--- src/rtl/debounce_pkg.sv ---
// Shared types and helpers for the input debouncer and related filters.
package debounce_pkg;

    // Filter state: STABLE when the synchronised input matches the output,
    // PEND while a differing level is being qualified.
    typedef enum logic {
        STABLE = 1'b0,
        PEND   = 1'b1
    } state_t;

    // Width of a counter that must represent 0 .. stable_cycles without wrapping.
    function automatic int unsigned cnt_width(input int unsigned stable_cycles);
        int unsigned w;
        w = $clog2(stable_cycles + 1);
        if (w < 1) begin
            w = 1;
        end
        return w;
    endfunction

endpackage

--- src/rtl/sync_ff.sv ---
// Parameterised N-stage flop synchroniser for asynchronous inputs.
module sync_ff #(
    parameter int unsigned       WIDTH       = 1,
    parameter int unsigned       STAGES      = 2,
    parameter logic [WIDTH-1:0]  RESET_VALUE = '0
) (
    input  logic             clk,
    input  logic             rst,
    input  logic [WIDTH-1:0] d,
    output logic [WIDTH-1:0] q
);

    logic [WIDTH-1:0] chain [STAGES];

    // Shift the raw input through the flop chain; reset loads every stage.
    always_ff @(posedge clk) begin
        if (rst) begin
            for (int unsigned i = 0; i < STAGES; i++) begin
                chain[i] <= RESET_VALUE;
            end
        end else begin
            chain[0] <= d;
            for (int unsigned i = 1; i < STAGES; i++) begin
                chain[i] <= chain[i-1];
            end
        end
    end

    assign q = chain[STAGES-1];

endmodule

--- src/rtl/input_debouncer.sv ---
// Synchronises and debounces one bouncy asynchronous level into a clean,
// registered level that changes only after STABLE_CYCLES consistent samples.
module input_debouncer
    import debounce_pkg::*;
#(
    parameter int unsigned SYNC_STAGES   = 2,
    parameter int unsigned STABLE_CYCLES = 16,
    parameter logic        RESET_LEVEL   = 1'b0
) (
    input  logic clk,
    input  logic rst,
    input  logic din,
    output logic dout,
    output logic pending
);

    localparam int unsigned          CNT_W    = cnt_width(STABLE_CYCLES);
    // cnt == CNT_LAST is the same test as cnt + 1 == STABLE_CYCLES, without
    // needing a wider intermediate.
    localparam logic [CNT_W-1:0]     CNT_LAST = CNT_W'(STABLE_CYCLES - 1);

    logic             sync;
    state_t           state;
    state_t           state_n;
    logic [CNT_W-1:0] cnt;
    logic [CNT_W-1:0] cnt_n;
    logic             dout_n;

    sync_ff #(
        .WIDTH       (1),
        .STAGES      (SYNC_STAGES),
        .RESET_VALUE (RESET_LEVEL)
    ) u_sync (
        .clk (clk),
        .rst (rst),
        .d   (din),
        .q   (sync)
    );

    // Next-state logic: count consecutive disagreements, commit on the last one,
    // and drop back to zero on any bounce-back to the current output level.
    always_comb begin
        state_n = STABLE;
        cnt_n   = '0;
        dout_n  = dout;
        if (sync != dout) begin
            if (cnt == CNT_LAST) begin
                dout_n = sync;
            end else begin
                cnt_n   = cnt + CNT_W'(1);
                state_n = PEND;
            end
        end
    end

    // State, counter and output registers with synchronous reset.
    always_ff @(posedge clk) begin
        if (rst) begin
            state <= STABLE;
            cnt   <= '0;
            dout  <= RESET_LEVEL;
        end else begin
            state <= state_n;
            cnt   <= cnt_n;
            dout  <= dout_n;
        end
    end

    assign pending = (state == PEND);

endmodule
--- config.mk ---
export PLATFORM = sky130hd
export DESIGN_NAME = input_debouncer
export DESIGN_NICKNAME = d
export VERILOG_FILES = /design/src/rtl/debounce_pkg.sv /design/src/rtl/sync_ff.sv /design/src/rtl/input_debouncer.sv
export SDC_FILE = /design/constraint.sdc
export NUM_CORES = 1
export LEC_CHECK = 0
export CORE_AREA = 2 2 39 41
export DETAILED_ROUTE_END_ITERATION = 12
export DIE_AREA = 0 0 41 43
export PLACE_DENSITY_LB_ADDON = 0.12
export SLEW_MARGIN = 20
export SYNTH_ARGS = -nofsm -noshare
export SYNTH_HDL_FRONTEND = slang
export SYNTH_SLANG_ARGS = --single-unit
--- constraint.sdc ---
create_clock -name clk -period 1.6 [get_ports clk]
set_input_delay 0.4 -clock clk [delete_from_list [all_inputs] [get_ports clk]]
set_output_delay 0.4 -clock clk [all_outputs]
set_load 0.02 [all_outputs]
# Word-level counts from Yosys, hierarchy flattened
# Memory sizes are Yosys's and may differ from the RTL's.
# Cells that the tools add are included.
op_classes:
  n_addsub: 1
  reduce_logical: 3
  n_bitwise: 3
  eq_ne: 2
  n_mux: 6
op_table:
  columns: ["op", "n"]
  rows:
  - ["$mux W1", 6]
  - ["$add A5 B1 Y5 const B", 1]
  - ["$eq A5 B4 Y1 const B", 1]
  - ["$reduce_or A3 Y1", 1]
  - ["$or A1 B1 Y1", 2]
  - ["$reduce_and A2 Y1", 1]
  - ["$reduce_or A2 Y1", 1]
  - ["$ne A1 B1 Y1", 1]
  - ["$not A1 Y1", 1]
totals:
  memories: 1
  mem_bits_rw: 2
  input_bits: 3
  register_bits: 7
memory_table:
  columns: ["name", "depth", "word_bits", "rd", "rd_ports_with_merged_regs", "write_ports", "line", "source"]
  rows:
  - ["u_sync.chain", 2, 1, 2, 0, 2, "sync_ff.sv:13", "logic [WIDTH-1:0] chain [STAGES];"]

# Depth between registers and ports, before layout
logic_depth:
  ltp_word: 3
  mapped_depth: 5
  depth_no_buf: 5

# Hierarchy
# A second synthesis with hierarchy kept.
unflattened:
  hier_cells: 30
  area_unflattened_um2: 326.6
modules_own_cells:
  columns: ["mod", "seq_area_each_um2", "instances", "area_per_inst_um2", "cells_each"]
  rows:
  - ["input_debouncer", 140.1, 1, 274.0, 26]
  - ["sync_ff", 40.0, 1, 52.6, 4]

# Least setup slack after synthesis
# Ideal clock, no wire load.
synth_timing:
  path_type: "register to register"
  from: "register cnt[0]"
  to: "register cnt[2]"
  stages_incl_launch_ff: 6
  n_path_buf: 0
  setup_slack_ns: 0.155
  synth_period_minus_slack_ns: 1.445
  t_arrival_ns: 1.381
  cell_sequence: "dfxtp_1 ha_1 and3_1 ha_1 or3b_4 nor2_1"
synth_via:
  elab_chain_cells: 2
synth_rtl:
  columns: ["item", "line", "source"]
  rows:
  - ["start: declaration", "input_debouncer.sv:25", "logic [CNT_W-1:0] cnt;"]
  - ["start signal: assignment", "input_debouncer.sv:64", "cnt <= cnt_n;"]
  - ["branches (longest 2 deep; another with $add A5 B1 Y5)", null, null]
# Several ways; the timed one is not identified.
# A chain may end at the register's enable or synchronous reset.

# Final worst setup path
layout_timing:
  from: "register state (netlist: pending)"
  to: "output port pending"
layout_rtl:
  columns: ["item", "line", "source"]
  rows:
  - ["start: declaration", "input_debouncer.sv:23", "state_t state;"]
  - ["start signal: assignment", "input_debouncer.sv:63", "state <= state_n;"]
  - ["end: declaration", "input_debouncer.sv:14", "output logic pending"]
# No word-level cell between the ends.

==> key figures <==
Outcome
  • Outcome: finished clean

Drt
  • Wirelength, routed: 476 µm
  • Top Layer Used: met4
  • Met1 wire length: 180 µm
  • 1st-iter DRT viols: 0
  • Metal3 WL: 19 µm
  • Routed length per instance: 8.655 µm
  • Wire length on met2: 272 µm
  • Remaining antenna violation count: 0
  • Number of remaining DRC errors: 0
  • Vias per Instance: 4.218
  • First-pass DRT Iterations: 1
  • Via count: 232

Timing
  • Hold slack: 0.4433 ns
  • Max Clock Skew: 0.004132 ns
  • Final setup fails: 0
  • Final setup TNS: 0 ns
  • Tmin final: 1.549 ns
  • Worst Setup Slack, final: 0.05107 ns
  • Slew HR: 86.24%
  • Final period util: 96.81%
  • Max Clk Rate: 0.6456 GHz
  • RSZ-0062 raised after global routing: no
  • Worst slew pin tran: 0.2058 ns
  • Slew Limit Fails: 0
  • Hold Fails Final Rpt: 0

Critical path
  • CP max stage cell: clkdlybuf4s50_1
  • Slowest Stage Delay on Critical Path: 0.59 ns
  • CP Max Fanout: 1
  • Reg2reg start: cnt[0]
  • Crit. End Element: output pin
  • Kind of critical path: reg2out
  • CP bufs+invs: 1
  • Worst path cell trace: clkdlybuf4s50_1
  • Crit. Startpoint: pending
  • Element type at the critical path start: flip-flop
  • Worst path required time: 1.20 ns
  • Reg-to-reg slack, setup: 0.09 ns
  • Arrival time at the worst endpoint: 1.15 ns
  • Top delay family on crit path: buffers and inverters

Power and ir drop
  • Int Power: 334.2 µW
  • Leakage: 0.0001715 µW
  • Max VDD drop: 361.9 µV
  • Power share of the clock group: 41.0%
  • Combinational power share: 3.9%
  • Sw Ratio: 19.81%
  • NetSw: 82.55 µW
  • PwrDens: 971.0 nW/µm²
  • Sequential Power Share: 55.1%

Synthesis
  • Count leader, synth: dfxtp_1
  • Commonest cells in the netlist: 9 x dfxtp_1, 6 x nor2_1, 3 x ha_1
  • Avg Inst Size Synth: 10.89 µm²
  • Post-Syn Instances: 30
  • Syn_nets: 36
  • Async set-reset flop share out of synthesis: 0%
  • Area leader, netlist: dfxtp_1
  • Most common flop cell mapped by yosys: dfxtp_1
  • Top cells by area, synth: dfxtp_1 55%, ha_1 11%, nor2_1 6.9%, xor2_1 5.4%, nor2b_1 3.8%
  • Seq/Total Area, Yosys: 55.17%
  • Synth top area share: 55.17%
  • Post-Syn Area: 326.6 µm²
  • Number of flops mapped to enable cells by yosys: 0
  • Yosys reg bits: 9
  • Unique masters post-synth: 12
  • Synth Warn #: 0

Global route
  • Pin count of the biggest net entering global routing: 6
  • GRT Overall Usage: 7.770%
  • Vias in the first global route: 221
  • Antenna violations before repair: 0
  • GRT overflow: 0
  • Global-route wire length before repair: 807 µm

Die
  • Die area: 1763 µm²
  • Die Height: 43 µm
  • Die Wd: 41 µm
  • Core Area: 1384 µm²
  • Initial core utilization: 23.60%
  • Ports: 5
  • Standard-cell row count: 14

Clock network
  • CTS Sinks: 9
  • Clock root buffer: clkbuf_4
  • CTS buffer count: 3
  • H-tree lvl count: 1
  • Clock transition at the registers of the reported paths: 0.06 ns
  • Worst-Skew Late Latency: 0.25 ns
  • Post-CTS setup buffers: 0
  • Cts hold-fix bufs: 0
  • TritonCTS clock tree: done
  • Clk buf depth: 2

Flow run
  • Max Cap Viol: 0

Placed design
  • Post-place setup slack: 0.04524 ns
  • Cell Area, Placed: 394.1 µm²
  • Port Buf Inserts: 4
  • Dpl hpwl: 388.1 µm
  • Routability cong.: 0.5856

Layout
  • P&R area growth vs syn: 31.42%
  • Share of cells above drive strength 1: 20.51%
  • Final Instance Area: 429.2 µm²
  • Net count, final: 46
  • Diode count: 0

Hold path
  • Min-delay worst type: reg2reg
  • Hold path startpoint: u_sync.chain[0][0]
## final timing paths
kind                                      endpoint  cells after the start
worst max-delay path                       pending                      1
worst max register to register              cnt[3]                      5
worst min-delay path            u_sync.chain[0][1]                      1
worst min register to register  u_sync.chain[0][1]                      1
## layout by cell type, fill, tap and decap left out
master / n
clkbuf_4: 3
mux2i_1: 1
nor3b_1: 1
and3_4: 1
ha_1: 2
ha_2: 1
nand3_1: 1
or3b_4: 1
buf_4: 1
nor2_1: 5
nor2_2: 1
clkdlybuf4s50_1: 3
xnor2_1: 1
inv_1: 2
dlygate4sd2_1: 1
dfxtp_1: 9
nor2b_1: 2
clkbuf_1: 1
xor2_1: 2
## flip-flops by register name, indices dropped and copies added (netlist names)
register and cells:
cnt 5, pending 1, u_sync.chain 2, dout 1
## metal layers
layer  up-vias  GRT usage, %
li1        115             -
met1       112         6.863
met2         3         10.94
met3         2         4.712
met4         0         8.000
met5         -             0
## cell families (layout without fill, tap and decap cells)
group                      count (synthesis)  in the layout  synth area share (%)
buffers and inverters                      2             11                 2.300
muxes                                      1              1                 3.065
xor gates and xnor gates                   3              3                 8.047
DFF                                        9              9                 55.17
and+or+nand+nor                           12             12                 19.92
adders and majority gates                  3              3                 11.50
## final cells by class
type | count | area (µm²)
inverter | 2 | 7.507
sequential | 9 | 180.2
fill | 150 | 954.7
clock buffer | 4 | 26.28
timing repair buffer | 5 | 46.29
tap | 16 | 20.02
multi-input combinational | 19 | 148.9
## metrics by stage
step	utilization [%]	instances	power, µW
global placement	28.48	51	250.6
detailed placement	28.48	51	251.0
finish	31.01	55	416.7
floorplan	-	30	240.3
CTS	30.29	55	425.7
global route	31.01	55	440.6
## power groups by stage
stage	clock, µW	sequential (µW)	combinational [µW]
6_report	171	230	16.3
5_1_grt	193	230	17.9
4_1_cts	180	230	16.5
3_5_place_dp	0	235	16.4
3_3_place_gp	0	234	16.2
2_1_floorplan	0	235	5.25
## what timing repair did
| action | in CTS | in global routing |
|---|---|---|
| pin swaps | 0 | 1 |
| resized for setup | 1 | 3 |
| setup endpoints to repair | 1 | 5 |
Power figures use the tool's default switching activity.
